File: src/rtl/car_sprite_blitter_pkg.sv
// Shared constants and state type for the car sprite blitter and its scan counter.
package car_game_pkg;

   localparam int SPR_W    = 8;
   localparam int SPR_H    = 8;
   localparam int SCR_W    = 160;
   localparam int SCR_H    = 120;
   localparam int COLOUR_W = 3;
   localparam int COL_W    = $clog2(SPR_W);
   localparam int ROW_W    = $clog2(SPR_H);

   typedef enum logic [1:0] {
      IDLE,
      ERASE,
      DRAW,
      FLUSH
   } blit_state_t;

endpackage

File: src/rtl/car_sprite_blitter_scan_ctr.sv
// Nested column/row counter walking one sprite footprint in raster order.
module sprite_scan_ctr
   import car_game_pkg::*;
(
   input  logic             clk,
   input  logic             rst_i,
   input  logic             clr_i,
   input  logic             en_i,
   output logic [COL_W-1:0] col_o,
   output logic [ROW_W-1:0] row_o,
   output logic             last_o
);

   localparam logic [COL_W-1:0] COL_MAX = COL_W'(SPR_W - 1);
   localparam logic [ROW_W-1:0] ROW_MAX = ROW_W'(SPR_H - 1);

   logic [COL_W-1:0] col_q, col_d;
   logic [ROW_W-1:0] row_q, row_d;

   // Clear wins over enable so the FSM can restart the scan in the same cycle it ends one.
   always_comb begin
      col_d = col_q;
      row_d = row_q;
      if (clr_i) begin
         col_d = '0;
         row_d = '0;
      end else if (en_i) begin
         col_d = col_q + 1'b1;
         if (col_q == COL_MAX) begin
            row_d = row_q + 1'b1;
         end
      end
   end

   always_ff @(posedge clk) begin
      if (rst_i) begin
         col_q <= '0;
         row_q <= '0;
      end else begin
         col_q <= col_d;
         row_q <= row_d;
      end
   end

   assign col_o  = col_q;
   assign row_o  = row_q;
   assign last_o = (col_q == COL_MAX) && (row_q == ROW_MAX);

endmodule

File: src/rtl/car_sprite_blitter.sv
// Erases the car's old footprint from the background ROM, then draws the sprite at the new position.
// Optional build macro CAR_SPRITE_TRANSPARENT_EN: black sprite pixels are not plotted.
module car_sprite_blitter
   import car_game_pkg::*;
(
   input  logic                clk,
   input  logic                rst_i,
   input  logic                req_i,
   input  logic [7:0]          new_x_i,
   input  logic [6:0]          new_y_i,
   output logic                busy_o,
   output logic                done_o,
   output logic [5:0]          spr_addr_o,
   input  logic [COLOUR_W-1:0] spr_colour_i,
   output logic [14:0]         bg_addr_o,
   input  logic [COLOUR_W-1:0] bg_colour_i,
   output logic [7:0]          x_o,
   output logic [6:0]          y_o,
   output logic [COLOUR_W-1:0] colour_o,
   output logic                plot_o
);

   blit_state_t state_q, state_d;

   logic [7:0]       tgt_x_q, old_x_q;
   logic [6:0]       tgt_y_q, old_y_q;
   logic             old_v_q;
   logic             done_q, done_d;
   logic [7:0]       x_q;
   logic [6:0]       y_q;
   logic             plot_q;
   logic             src_draw_q;

   logic             ctr_clr, ctr_en, ctr_last;
   logic [COL_W-1:0] col;
   logic [ROW_W-1:0] row;
   logic             load_tgt, commit_old;
   logic [7:0]       base_x;
   logic [6:0]       base_y;
   logic [8:0]       sum_x;
   logic [7:0]       sum_y;
   logic             in_range, scanning;

   sprite_scan_ctr u_scan (
      .clk    (clk),
      .rst_i  (rst_i),
      .clr_i  (ctr_clr),
      .en_i   (ctr_en),
      .col_o  (col),
      .row_o  (row),
      .last_o (ctr_last)
   );

   // Sums carry one extra bit so off-screen pixels are detected rather than wrapped.
   assign base_x   = (state_q == ERASE) ? old_x_q : tgt_x_q;
   assign base_y   = (state_q == ERASE) ? old_y_q : tgt_y_q;
   assign sum_x    = {1'b0, base_x} + 9'(col);
   assign sum_y    = {1'b0, base_y} + 8'(row);
   assign in_range = (sum_x < 9'(SCR_W)) && (sum_y < 8'(SCR_H));
   assign scanning = (state_q == ERASE) || (state_q == DRAW);

   assign spr_addr_o = {row, col};
   assign bg_addr_o  = {sum_y[6:0], sum_x[7:0]};

   always_comb begin
      state_d    = state_q;
      ctr_clr    = 1'b0;
      ctr_en     = 1'b0;
      done_d     = 1'b0;
      load_tgt   = 1'b0;
      commit_old = 1'b0;
      unique case (state_q)
         IDLE: begin
            if (req_i && !done_q) begin
               load_tgt = 1'b1;
               ctr_clr  = 1'b1;
               state_d  = old_v_q ? ERASE : DRAW;
            end
         end
         ERASE: begin
            ctr_en = 1'b1;
            if (ctr_last) begin
               ctr_clr = 1'b1;
               state_d = DRAW;
            end
         end
         DRAW: begin
            ctr_en = 1'b1;
            if (ctr_last) begin
               ctr_clr = 1'b1;
               state_d = FLUSH;
            end
         end
         FLUSH: begin
            done_d     = 1'b1;
            commit_old = 1'b1;
            state_d    = IDLE;
         end
         default: state_d = IDLE;
      endcase
   end

   // Pixel coordinates and source are delayed one stage to line up with the ROM read latency.
   always_ff @(posedge clk) begin
      if (rst_i) begin
         state_q    <= IDLE;
         done_q     <= 1'b0;
         tgt_x_q    <= '0;
         tgt_y_q    <= '0;
         old_x_q    <= '0;
         old_y_q    <= '0;
         old_v_q    <= 1'b0;
         x_q        <= '0;
         y_q        <= '0;
         plot_q     <= 1'b0;
         src_draw_q <= 1'b0;
      end else begin
         state_q    <= state_d;
         done_q     <= done_d;
         x_q        <= sum_x[7:0];
         y_q        <= sum_y[6:0];
         plot_q     <= scanning && in_range;
         src_draw_q <= (state_q == DRAW);
         if (load_tgt) begin
            tgt_x_q <= new_x_i;
            tgt_y_q <= new_y_i;
         end
         if (commit_old) begin
            old_x_q <= tgt_x_q;
            old_y_q <= tgt_y_q;
            old_v_q <= 1'b1;
         end
      end
   end

   // Busy holds through the done cycle so a request arriving with done is dropped.
   assign busy_o   = (state_q != IDLE) || done_q;
   assign done_o   = done_q;
   assign x_o      = x_q;
   assign y_o      = y_q;
   assign colour_o = plot_q ? (src_draw_q ? spr_colour_i : bg_colour_i) : '0;
`ifdef CAR_SPRITE_TRANSPARENT_EN
   assign plot_o   = plot_q && !(src_draw_q && (spr_colour_i == '0));
`else
   assign plot_o   = plot_q;
`endif

endmodule

File: config.mk
export PLATFORM = sky130hd
export DESIGN_NAME = car_sprite_blitter
export DESIGN_NICKNAME = d
export VERILOG_FILES = /design/src/rtl/car_sprite_blitter_pkg.sv /design/src/rtl/car_sprite_blitter_scan_ctr.sv /design/src/rtl/car_sprite_blitter.sv
export SDC_FILE = /design/constraint.sdc
export NUM_CORES = 1
export LEC_CHECK = 0
export BUFFER_PORTS_ARGS = -buffer_cell sky130_fd_sc_hd__buf_4
export CAP_MARGIN = 10
export CORE_MARGIN = 3
export CORE_UTILIZATION = 45
export CTS_CLUSTER_DIAMETER = 50
export DETAILED_ROUTE_END_ITERATION = 6
export HOLD_SLACK_MARGIN = 0.02
export PLACE_DENSITY_LB_ADDON = 0.05
export SYNTH_ARGS = -nofsm -noshare
export SYNTH_HDL_FRONTEND = slang
export SYNTH_SLANG_ARGS = --single-unit
File: constraint.sdc
create_clock -name clk -period 4.15 [get_ports clk]
set_input_delay 0.415 -clock clk [delete_from_list [all_inputs] [get_ports clk]]
set_output_delay 0.415 -clock clk [all_outputs]
set_load 0.01 [all_outputs]
==> flow_summary_export.csv <==
group,metric,value,unit
run_status,status,"completed",
clock_tree,clk-insertion-delay-late,340,ps
finish,fin_area,3475,um^2
detailed_routing,drc,0,
finish,final_nets,406,
finish,fillCellCount,541,
place,post_dp_cell_area,3286,um^2
yosys,synth_cell_type_count,40,
pwr,p_leak,1.508,nW
place,io_buffers,65,
place,gp_routability_congestion,0.7297,
clock_tree,numCtsBuffers,9,
clock_tree,cts-root-buf,"clkbuf_8",
detailed_routing,drtAntennaViolNets,0,
floorplan,ios,66,
finish,drive_above_1_share,0.2602,
global_routing,grt_use_total,0.1865,
clock_tree,clk_path_buf_depth,2,
run,maxCapViolCount,0,
clock_tree,cts_tree,"built",
yosys,ys_ff_latch,57,
global_routing,grt_max_degree,53,
global_routing,grt_pass1_vias,2179,
timing,period_minus_slack,3643,ps
timing,tightest_slew,1032,ps
global_routing,grt_antenna_before_repair,0,
yosys,yosys.area.top_type_share,0.4138,
floorplan,die_width,84.28,um
timing,clock.fmax,274.5,MHz
setup_path,crit_path_end_kind,"output pin",
yosys,syn_area_per_cell,9.192,um^2
detailed_routing,firstDrtPassIters,4,
setup_path,required,3730,ps
yosys,ys_top_cells_by_area,"dfxtp_1, mux2i_1, ha_1",
yosys,synth_nets,342,
global_routing,grt_pass1_wl,10640,um
timing,finalCritPeriodShare,0.8778,
timing,setup-tns-final,0,ps
timing,maxSlewHeadroom,0.3118,
pwr,peakVddDrop,269.2,uV
timing,whs,318.4,ps
yosys,synthMostInstantiatedCell,"dfxtp_1",
clock_tree,path_clk_slew,60,ps
yosys,synth_cells,300,
setup_path,path_class,"reg2out",
yosys,synth_largest_area_cell,"dfxtp_1",
floorplan,die-area,7103,um^2
finish,num_antenna_cells,0,
pwr,p_per_area,500.1,nW/um^2
floorplan,rows,27,
yosys,yosys-top-cells-count,"dfxtp_1, nand2_1, mux2i_1, nor2_1, a21oi_1",
global_routing,grt_overflow_total,0,
clock_tree,htree_num_levels,3,
floorplan,start_util,0.4830,
global_routing,grt_use_met3,0.03925,
floorplan,die_height,84.28,um
global_routing,met2_usage,0.3049,
pwr,p_total,1.738,mW
yosys,ys.flop_type,"dfxtp_1",
yosys,synth-edff-count,0,
detailed_routing,route.vias.total,2188,
yosys,ys_seq_area_frac,0.4138,
setup_path,cp.arrival,3230,ps
timing,clock_skew,4.618,ps
timing,rsz0062_at_grt,"false",
clock_tree,post_cts_resized,0,
detailed_routing,wl_per_cell,13.82,um
detailed_routing,drt_first_iter_violations,91,
timing,finalSetupViolCount,0,
detailed_routing,routed_via_density,4.961,
detailed_routing,routed_wirelength,6096,um
clock_tree,post_cts_buffers,0,
yosys,synthArstFlopShare,0,
timing,slew_viol_final,0,
global_routing,grt.busiest_layer,"met2",
setup_path,critical_path.max_fanout,13,
floorplan,core_area,5709,um^2
worst_hold_path,hold_path_class,"in2reg",
clock_tree,cts.sinks,57,
yosys,yosysWarnings,0,
clock_tree,hold_buffers,0,
global_routing,grt_use_met1,0.2341,
timing,finalHoldViolations,0,
yosys,synth_area,2758,um^2
finish,fin_util,0.6086,
place,hpwl,4435,um
finish,syn_to_final_growth,26.00,%
setup_path,cp-start-kind,"flop",
[area by class of cell]
cell class                      instances  area (um^2)  area share
Timing Repair Buffer                   67        503.0      0.1448
Clock inverter                          3        40.04     0.01152
Sequential cell                        57         1141      0.3284
Tap cell                               72        90.09     0.02593
Clock buffer                           13        148.9     0.04285
Inverter                                8        30.03    0.008642
Multi-Input combinational cell        221         1521      0.4379
[worst max-delay path: stages, from the launching register on]
cell and delay [ps]:
dfxtp_1 340, inv_1 110, ha_1 570, mux2_2 410, ha_1 220, fa_1 430, a21oi_1 240, a21oi_1 90
nor2b_1 150, xnor2_1 190, buf_4 150
[layout by cell type, fill, tap and decap left out, types with 3 or more instances in the layout]
| cell type | instances |
|---|---|
| xor2_1 | 5 |
| inv_1 | 7 |
| nand2_1 | 42 |
| a21oi_1 | 22 |
| ha_1 | 16 |
| clkbuf_8 | 10 |
| clkbuf_1 | 3 |
| nand3_1 | 9 |
| o21ai_1 | 3 |
| nor2_1 | 29 |
| xnor2_1 | 9 |
| nor3_1 | 3 |
| buf_4 | 67 |
| dfxtp_1 | 57 |
| nor2b_1 | 20 |
| mux2_2 | 7 |
| mux2i_1 | 29 |
[path summary, 6_finish.rpt]
path                                               from                      end  slack (ps)  cells past startpoint
worst max register to register  state_q[1]$_SDFFE_PP0P_        plot_o$_SDFF_PP0_         960                     11
worst min register to register  tgt_x_q[7]$_SDFFE_PP0P_  tgt_x_q[7]$_SDFFE_PP0P_         470                      2
worst max-delay path            state_q[1]$_SDFFE_PP0P_             bg_addr_o[6]         510                     10
worst min-delay path                         new_x_i[4]  tgt_x_q[4]$_SDFFE_PP0P_         320                      3
[flip-flops by register name, summed over array words and instances, names as in the netlist, 2 cells and up]
name          flops
old_x_q           8
old_y_q           7
state_q           2
tgt_x_q           8
tgt_y_q           7
u_scan.col_o      3
u_scan.row_o      3
x_o               8
y_o               7
[power by group]
part           total [mW]  internal [mW]  switching [mW]
Combinational       0.564          0.273           0.291
Sequential          0.670          0.616          0.0536
Clock               0.504          0.292           0.212
[metal layers]
layer / wire length [um] / up-vias
met5: 0 / -
met4: 97 / 0
met3: 309 / 11
met2: 2966 / 50
met1: 2722 / 994
li1: - / 1133
[metrics by stage]
stage	worst slack, ps	cells
after floorplan	1148	300
after global placement	971.5	425
after detailed placement	875.4	425
after CTS	502.5	441
after global routing	253.4	441
final	507.2	441
[cell families (layout without fill, tap and decap cells)]
logic type,after synthesis,count (layout),share of synthesized area
flops,57,57,0.4138
compound gates,38,38,0.08711
fa+ha+maj,18,18,0.08711
mux,38,38,0.1443
xor+xnor,14,14,0.04447
simple gates,113,113,0.1887
buf+inv,22,91,0.03448
(Power assumes the default switching activity.)
